[config.mk]
export PLATFORM = sky130hd
export DESIGN_NAME = input_port_rc
export DESIGN_NICKNAME = d
export VERILOG_FILES = /design/src/rtl/noc_pkg.sv /design/src/rtl/xy_route_compute.sv /design/src/rtl/input_port_rc.sv
export SDC_FILE = /design/constraint.sdc
export NUM_CORES = 1
export LEC_CHECK = 0
export CAP_MARGIN = 20
export CORE_UTILIZATION = 49
export CTS_CLUSTER_DIAMETER = 120
export CTS_CLUSTER_SIZE = 14
export DETAILED_ROUTE_END_ITERATION = 6
export PLACE_DENSITY = 0.75
export SLEW_MARGIN = 0
export SYNTH_ARGS = -nofsm -noshare
export SYNTH_HDL_FRONTEND = slang
export SYNTH_HIERARCHICAL = 1
export SYNTH_SLANG_ARGS = --single-unit
[constraint.sdc]
create_clock -name clk -period 2.5 [get_ports clk]
set_clock_uncertainty 0.05 [all_clocks]
set_input_delay 0.5 -clock clk [delete_from_list [all_inputs] [get_ports clk]]
set_output_delay 0.5 -clock clk [all_outputs]
set_load 0.03 [all_outputs]
[src/rtl/noc_pkg.sv]
// ============================================================================
// Module : noc_pkg
// Brief  : Shared NoC types: route directions, address geometry, one-hot helper.
// Rev    : 1.0  initial release
// ============================================================================
`default_nettype none

package noc_pkg;
  localparam int COORD_W = 4;
  localparam int ADDR_W  = 8;

  typedef enum logic [2:0] {
    DIR_N = 3'd0,
    DIR_S = 3'd1,
    DIR_E = 3'd2,
    DIR_W = 3'd3,
    DIR_L = 3'd4
  } dir_e;

  // Request bit order: [0] N, [1] S, [2] E, [3] W, [4] L
  function automatic logic [4:0] dir_to_onehot(input dir_e d);
    logic [4:0] oh;
    oh = '0;
    case (d)
      DIR_N:   oh = 5'b00001;
      DIR_S:   oh = 5'b00010;
      DIR_E:   oh = 5'b00100;
      DIR_W:   oh = 5'b01000;
      DIR_L:   oh = 5'b10000;
      default: oh = 5'b00000;
    endcase
    return oh;
  endfunction
endpackage

`default_nettype wire

[src/rtl/xy_route_compute.sv]
// ============================================================================
// Module : xy_route_compute
// Brief  : Combinational dimension-ordered (X then Y) route selection.
// Rev    : 1.0  initial release
// ============================================================================
`default_nettype none

module xy_route_compute
  import noc_pkg::*;
#(
  parameter int CUR_X = 0,
  parameter int CUR_Y = 0
) (
  input  logic [ADDR_W-1:0] in_addr,
  output dir_e              route_dir
);
  localparam logic [COORD_W-1:0] CX = COORD_W'(CUR_X);
  localparam logic [COORD_W-1:0] CY = COORD_W'(CUR_Y);

  logic [COORD_W-1:0] dest_x;
  logic [COORD_W-1:0] dest_y;

  assign dest_x = in_addr[ADDR_W-1 -: COORD_W];
  assign dest_y = in_addr[COORD_W-1:0];

  always_comb begin
    route_dir = DIR_L;
    if (dest_x > CX)      route_dir = DIR_E;
    else if (dest_x < CX) route_dir = DIR_W;
    else if (dest_y > CY) route_dir = DIR_N;
    else if (dest_y < CY) route_dir = DIR_S;
  end
endmodule

`default_nettype wire

[src/rtl/input_port_rc.sv]
// ============================================================================
// Module : input_port_rc
// Brief  : Router input port: packet FIFO with enqueue-time XY route compute.
//          Define INPUT_PORT_RC_BYPASS_EN for same-cycle empty-FIFO bypass.
// Rev    : 1.0  initial release
// ============================================================================
`default_nettype none

module input_port_rc
  import noc_pkg::*;
#(
  parameter int DEPTH  = 4,
  parameter int DATA_W = 32,
  parameter int CUR_X  = 0,
  parameter int CUR_Y  = 0
) (
  input  logic                     clk,
  input  logic                     rst,
  input  logic                     in_valid,
  input  logic [ADDR_W-1:0]        in_addr,
  input  logic [DATA_W-1:0]        in_data,
  output logic                     buffer_full_out,
  output logic [ADDR_W-1:0]        packet_addr,
  output logic [DATA_W-1:0]        head_data,
  output logic [4:0]               request,
  output logic                     request_v,
  input  logic                     grant_i,
  output logic                     overflow,
  output logic [$clog2(DEPTH):0]   count
);
  localparam int PTR_W = $clog2(DEPTH);
  localparam int CNT_W = PTR_W + 1;
  localparam logic [CNT_W-1:0] FULL_CNT = CNT_W'(DEPTH);

  typedef struct packed {
    logic [ADDR_W-1:0] addr;
    logic [DATA_W-1:0] data;
    dir_e              dir;
  } entry_t;

  entry_t            mem_q [DEPTH];
  logic [PTR_W-1:0]  rd_ptr_q, rd_ptr_d;
  logic [PTR_W-1:0]  wr_ptr_q, wr_ptr_d;
  logic [CNT_W-1:0]  count_q, count_d;
  logic              overflow_q, overflow_d;
  logic              full_q, full_d;

  dir_e   in_dir;
  entry_t in_entry;
  entry_t head_entry;
  entry_t head_sel;
  logic   empty, fifo_full, head_valid, push, pop_fifo;

  xy_route_compute #(
    .CUR_X (CUR_X),
    .CUR_Y (CUR_Y)
  ) u_route (
    .in_addr   (in_addr),
    .route_dir (in_dir)
  );

  assign in_entry   = '{addr: in_addr, data: in_data, dir: in_dir};
  assign head_entry = mem_q[rd_ptr_q];
  assign empty      = (count_q == '0);
  assign fifo_full  = (count_q == FULL_CNT);

`ifdef INPUT_PORT_RC_BYPASS_EN
  // Empty FIFO: the arriving packet is the head; a same-cycle grant consumes it unwritten.
  logic bypass;
  assign bypass     = empty && in_valid;
  assign head_sel   = bypass ? in_entry : head_entry;
  assign head_valid = !empty || in_valid;
  assign pop_fifo   = !empty && grant_i;
  assign push       = in_valid && !(bypass && grant_i) && (!fifo_full || pop_fifo);
`else
  assign head_sel   = head_entry;
  assign head_valid = !empty;
  assign pop_fifo   = !empty && grant_i;
  assign push       = in_valid && (!fifo_full || pop_fifo);
`endif

  // Storage is unreset, so head fields are gated to keep outputs clean when empty.
  assign request_v       = head_valid;
  assign packet_addr     = head_valid ? head_sel.addr : '0;
  assign head_data       = head_valid ? head_sel.data : '0;
  assign request         = head_valid ? dir_to_onehot(head_sel.dir) : 5'b00000;
  assign buffer_full_out = full_q;
  assign overflow        = overflow_q;
  assign count           = count_q;

  always_comb begin
    rd_ptr_d   = pop_fifo ? rd_ptr_q + PTR_W'(1) : rd_ptr_q;
    wr_ptr_d   = push     ? wr_ptr_q + PTR_W'(1) : wr_ptr_q;
    overflow_d = overflow_q || (in_valid && fifo_full && !pop_fifo);
    case ({push, pop_fifo})
      2'b10:   count_d = count_q + CNT_W'(1);
      2'b01:   count_d = count_q - CNT_W'(1);
      default: count_d = count_q;
    endcase
    full_d = (count_d == FULL_CNT);
  end

  always_ff @(posedge clk or negedge rst) begin
    if (!rst) begin
      rd_ptr_q   <= '0;
      wr_ptr_q   <= '0;
      count_q    <= '0;
      overflow_q <= 1'b0;
      full_q     <= 1'b0;
    end else begin
      rd_ptr_q   <= rd_ptr_d;
      wr_ptr_q   <= wr_ptr_d;
      count_q    <= count_d;
      overflow_q <= overflow_d;
      full_q     <= full_d;
    end
  end

  always_ff @(posedge clk) begin
    if (push) mem_q[wr_ptr_q] <= in_entry;
  end
endmodule

`default_nettype wire

==> metrics.md, run 1 <==
| Metric | Value |
|---|---|
| Synthesized net count | `388` |
| Post-synth EDFFs | `~170` |
| Startpoint types | `register` |
| Multi-input logic area | `~1700 sq um` |
| Overall Global Routing Usage | `0.193` |
| Initial antenna violation count | `0` |
| Tot Pwr | `13.3 mW` |
| Routability cong. | `0.769` |
| Filler Cell Count | `886` |
| Seq/Total Area, Yosys | `0.758` |
| Routed wire length | `13.3 mm` |
| Max IR drop VDD | `0.831 mV` |
| Crit. Startpoint | `rd_ptr_q[0]` |
| Largest net degree at the start of global routing | `35` |
| Post-Synthesis Cell Area | `7110 sq um` |
| Post-Synthesis Cells | `~340` |
| Reg2reg start | `count[1]` |
| Ys async rst share | `0.0497` |
| Vias per cell | `5.46` |
| Worst skew pair latency | `between 0.4 and 0.5 ns` |
| Pre-CTS setup slack | `-0.248 ns` |
| Arrival @ worst endpoint | `2.17 ns` |
| Fin nets | `approximately 530` |
| Average cell area after synthesis | `21.0 sq um` |
| Violated checks | `setup timing` |
| GRT overflow | `0` |
| CTS root buf | `clkbuf_16` |
| Fin util | `0.679` |
| Area growth syn-to-layout | `34.2%` |
| Layout cells sized above 1 | `0.445` |
| Clock Path Buffers | `2` |
| Vias in the first global route | `approximately 3700` |
| Core ar. | `14000 sq um` |
| Clock transition at path regs | `around 0.06 ns` |
| Critical path class | `register to output port` |
| Unrepaired setup endpoints after global routing | `yes` |
| Fin worst setup slack | `-0.224 ns` |
| Detailed Routing Iterations Pass 1 | `4` |
| HPWL after detailed placement | `8.07 mm` |
| TritonCTS clock tree | `done` |
| Crit-path max FO | `4` |
| Sink Count | `181` |
| PD cells | `1400 nW/um^2` |
| Hold_ws | `0.338 ns` |
| H-tree depth | `4` |
| Hold Buf Count CTS | `0` |
| Initial Util | `0.506` |
| Synth Flop Type | `edfxtp_1` |
| Final antenna-violating net count | `0` |
| Slew Limit Fails | `0` |
| Leakage Power | `3.37 nW` |
| Yosys warnings | `6` |
| Remaining DRCs | `0` |
| Die X | `about 120 microns` |
| Setup TNS | `-4.25 ns` |
| Synth unique cells | `40` |
| Crit end category | `output port` |
| Hold Crit Class | `input pin to asynchronous set/reset pin` |
| Ports | `95` |
| WL/cell | `slightly below 20 microns` |
| Final setup viols | `34` |
| N_diodes | `0` |
| Status | `finished, violations left` |
| FF/Latch Area | `between 5000 and 6000 sq um` |
| Period utilization | `1.09` |
| Critical Path RT | `1.95 ns` |
| Row count | `43` |
| Die height | `between 100 and 150 microns` |
| Final Hold Fails | `0` |
| Crit path time final | `~2.7 ns` |
| Initial DRC Count | `~320` |
| Max-Cap Viols | `0` |
| IO buf count | `94` |
| Global-route wire length before repair | `20.4 mm` |
| Post-synthesis register bit count | `181` |
| DIE AREA | `around 15000 sq um` |
| Routed vias | `3699` |
| CTS buffer count | `17` |
| Fmax | `367 MHz` |
-- cell usage after synthesis, types with 2 or more instances --
master,count,area share
nor2b_1,2,0.0018
buf_2,5,0.0035
mux4_2,43,0.14
and2_1,44,0.039
xor2_1,2,0.0025
xnor2_1,3,0.0037
nand2_1,3,0.0016
clkbuf_1,7,0.0037
dfrtp_1,9,0.032
a21o_1,2,0.0021
ha_1,4,0.0070
edfxtp_1,172,0.73
nor2_1,8,0.0042
inv_1,5,0.0026
nand3_1,2,0.0014
buf_4,4,0.0042
-- cell families (layout without fill, tap and decap cells) --
kind of cell / after synthesis / in the layout / share of synthesized area
flops: 181 / 181 / 0.758
simple gates: 71 / 71 / 0.0607
mux: 44 / 44 / 0.138
buf+inv: 22 / 180 / 0.0157
compound gates: 10 / 10 / 0.0109
fa+ha+maj: 5 / 5 / 0.00986
xor+xnor: 5 / 5 / 0.00616
other cells: 1 / 1 / 0.000528
-- metrics by stage --
step | cell area, sq um | cells
floorplan | 7120 | 339
finish | 9540 | 677
CTS | 9420 | 672
global placement | 8490 | 621
detailed placement | 8490 | 621
global route | 9540 | 677
-- final timing paths --
check,slack (ns),cells after the start,to
worst max-delay path,-0.22,5,request[4]
worst min-delay path,0.34,1,count[1]
worst max register to register,0.11,9,buffer_full_out
worst min register to register,0.46,1,overflow
max in group asynchronous,1.72,1,rd_ptr_q[0]
min in group clk,0.46,1,overflow
-- layer usage --
| layer | routed length (microns) | up-vias | share of wire | global-route usage |
|---|---|---|---|---|
| li1 | - | 1642 | - | - |
| met1 | 5540 | 1923 | 0.42 | 0.249 |
| met2 | 6940 | 115 | 0.52 | 0.309 |
| met3 | 660 | 19 | 0.049 | 0.0474 |
| met4 | 193 | 0 | 0.014 | 0.0930 |
| met5 | 0 | - | 0 | 0 |
-- state kept, by name (all words and copies together), names as in the netlist --
signal	flops
buffer_full_out	1
rd_ptr_q	2
count	3
wr_ptr_q	2
overflow	1
mem_q	172
-- area by class of cell --
cell class / count / area share
repair buffers: 144 / 0.170
inverters: 5 / 0.00197
clock inverters: 11 / 0.0117
well taps: 180 / 0.0236
clock buffers: 20 / 0.0458
flip-flops and latches: 181 / 0.566
multi-input cells: 136 / 0.181
-- cells in the final DEF, fill, tap and decap left out, types with 2 or more instances in the layout --
cell,instances
edfxtp_1,172
clkdlybuf4s50_1,48
buf_6,46
mux4_2,43
and2_4,37
buf_4,24
clkbuf_16,17
buf_12,15
nor2_1,7
buf_8,6
inv_1,5
dfrtp_1,5
clkinv_2,5
and2_2,4
ha_1,4
and2_1,3
xnor2_1,3
clkinvlp_4,3
clkbuf_1,3
dfrtp_2,3
buf_2,3
xor2_1,2
nand3_1,2
nor2b_1,2
a21o_1,2
bufinv_16,2
-- critical path: stages (launching register included) --
cell     delay (ns)
dfrtp_4        0.51
buf_12         0.15
mux4_2         0.46
a21o_1         0.23
nor3b_2        0.25
buf_12         0.16
-- report_power, final --
part / switching [mW] / internal (mW) / leakage (nW) / total, mW
logic: 3.18 / 3.46 / 1.43 / 6.64
registers: 0.192 / 4.01 / 1.68 / 4.20
clock network: 1.03 / 1.45 / 0.263 / 2.48
-- what timing repair did --
action | in CTS | in global routing
gates cloned | 1 | 0
pin swaps | 2 | 1
setup endpoints to repair | 45 | 40
resized for setup | 275 | 26
endpoints found under the hold margin | 0 | 0
buffers inserted | 21 | 8
Note: power is estimated with default switching activity, not from simulation.
==> run 2: changes to the inputs <==
CTS_CLUSTER_SIZE = 28   (was 14)
==> results of run 2 <==
Same layout as run 1: the final DEF is identical, and so are final timing and power.
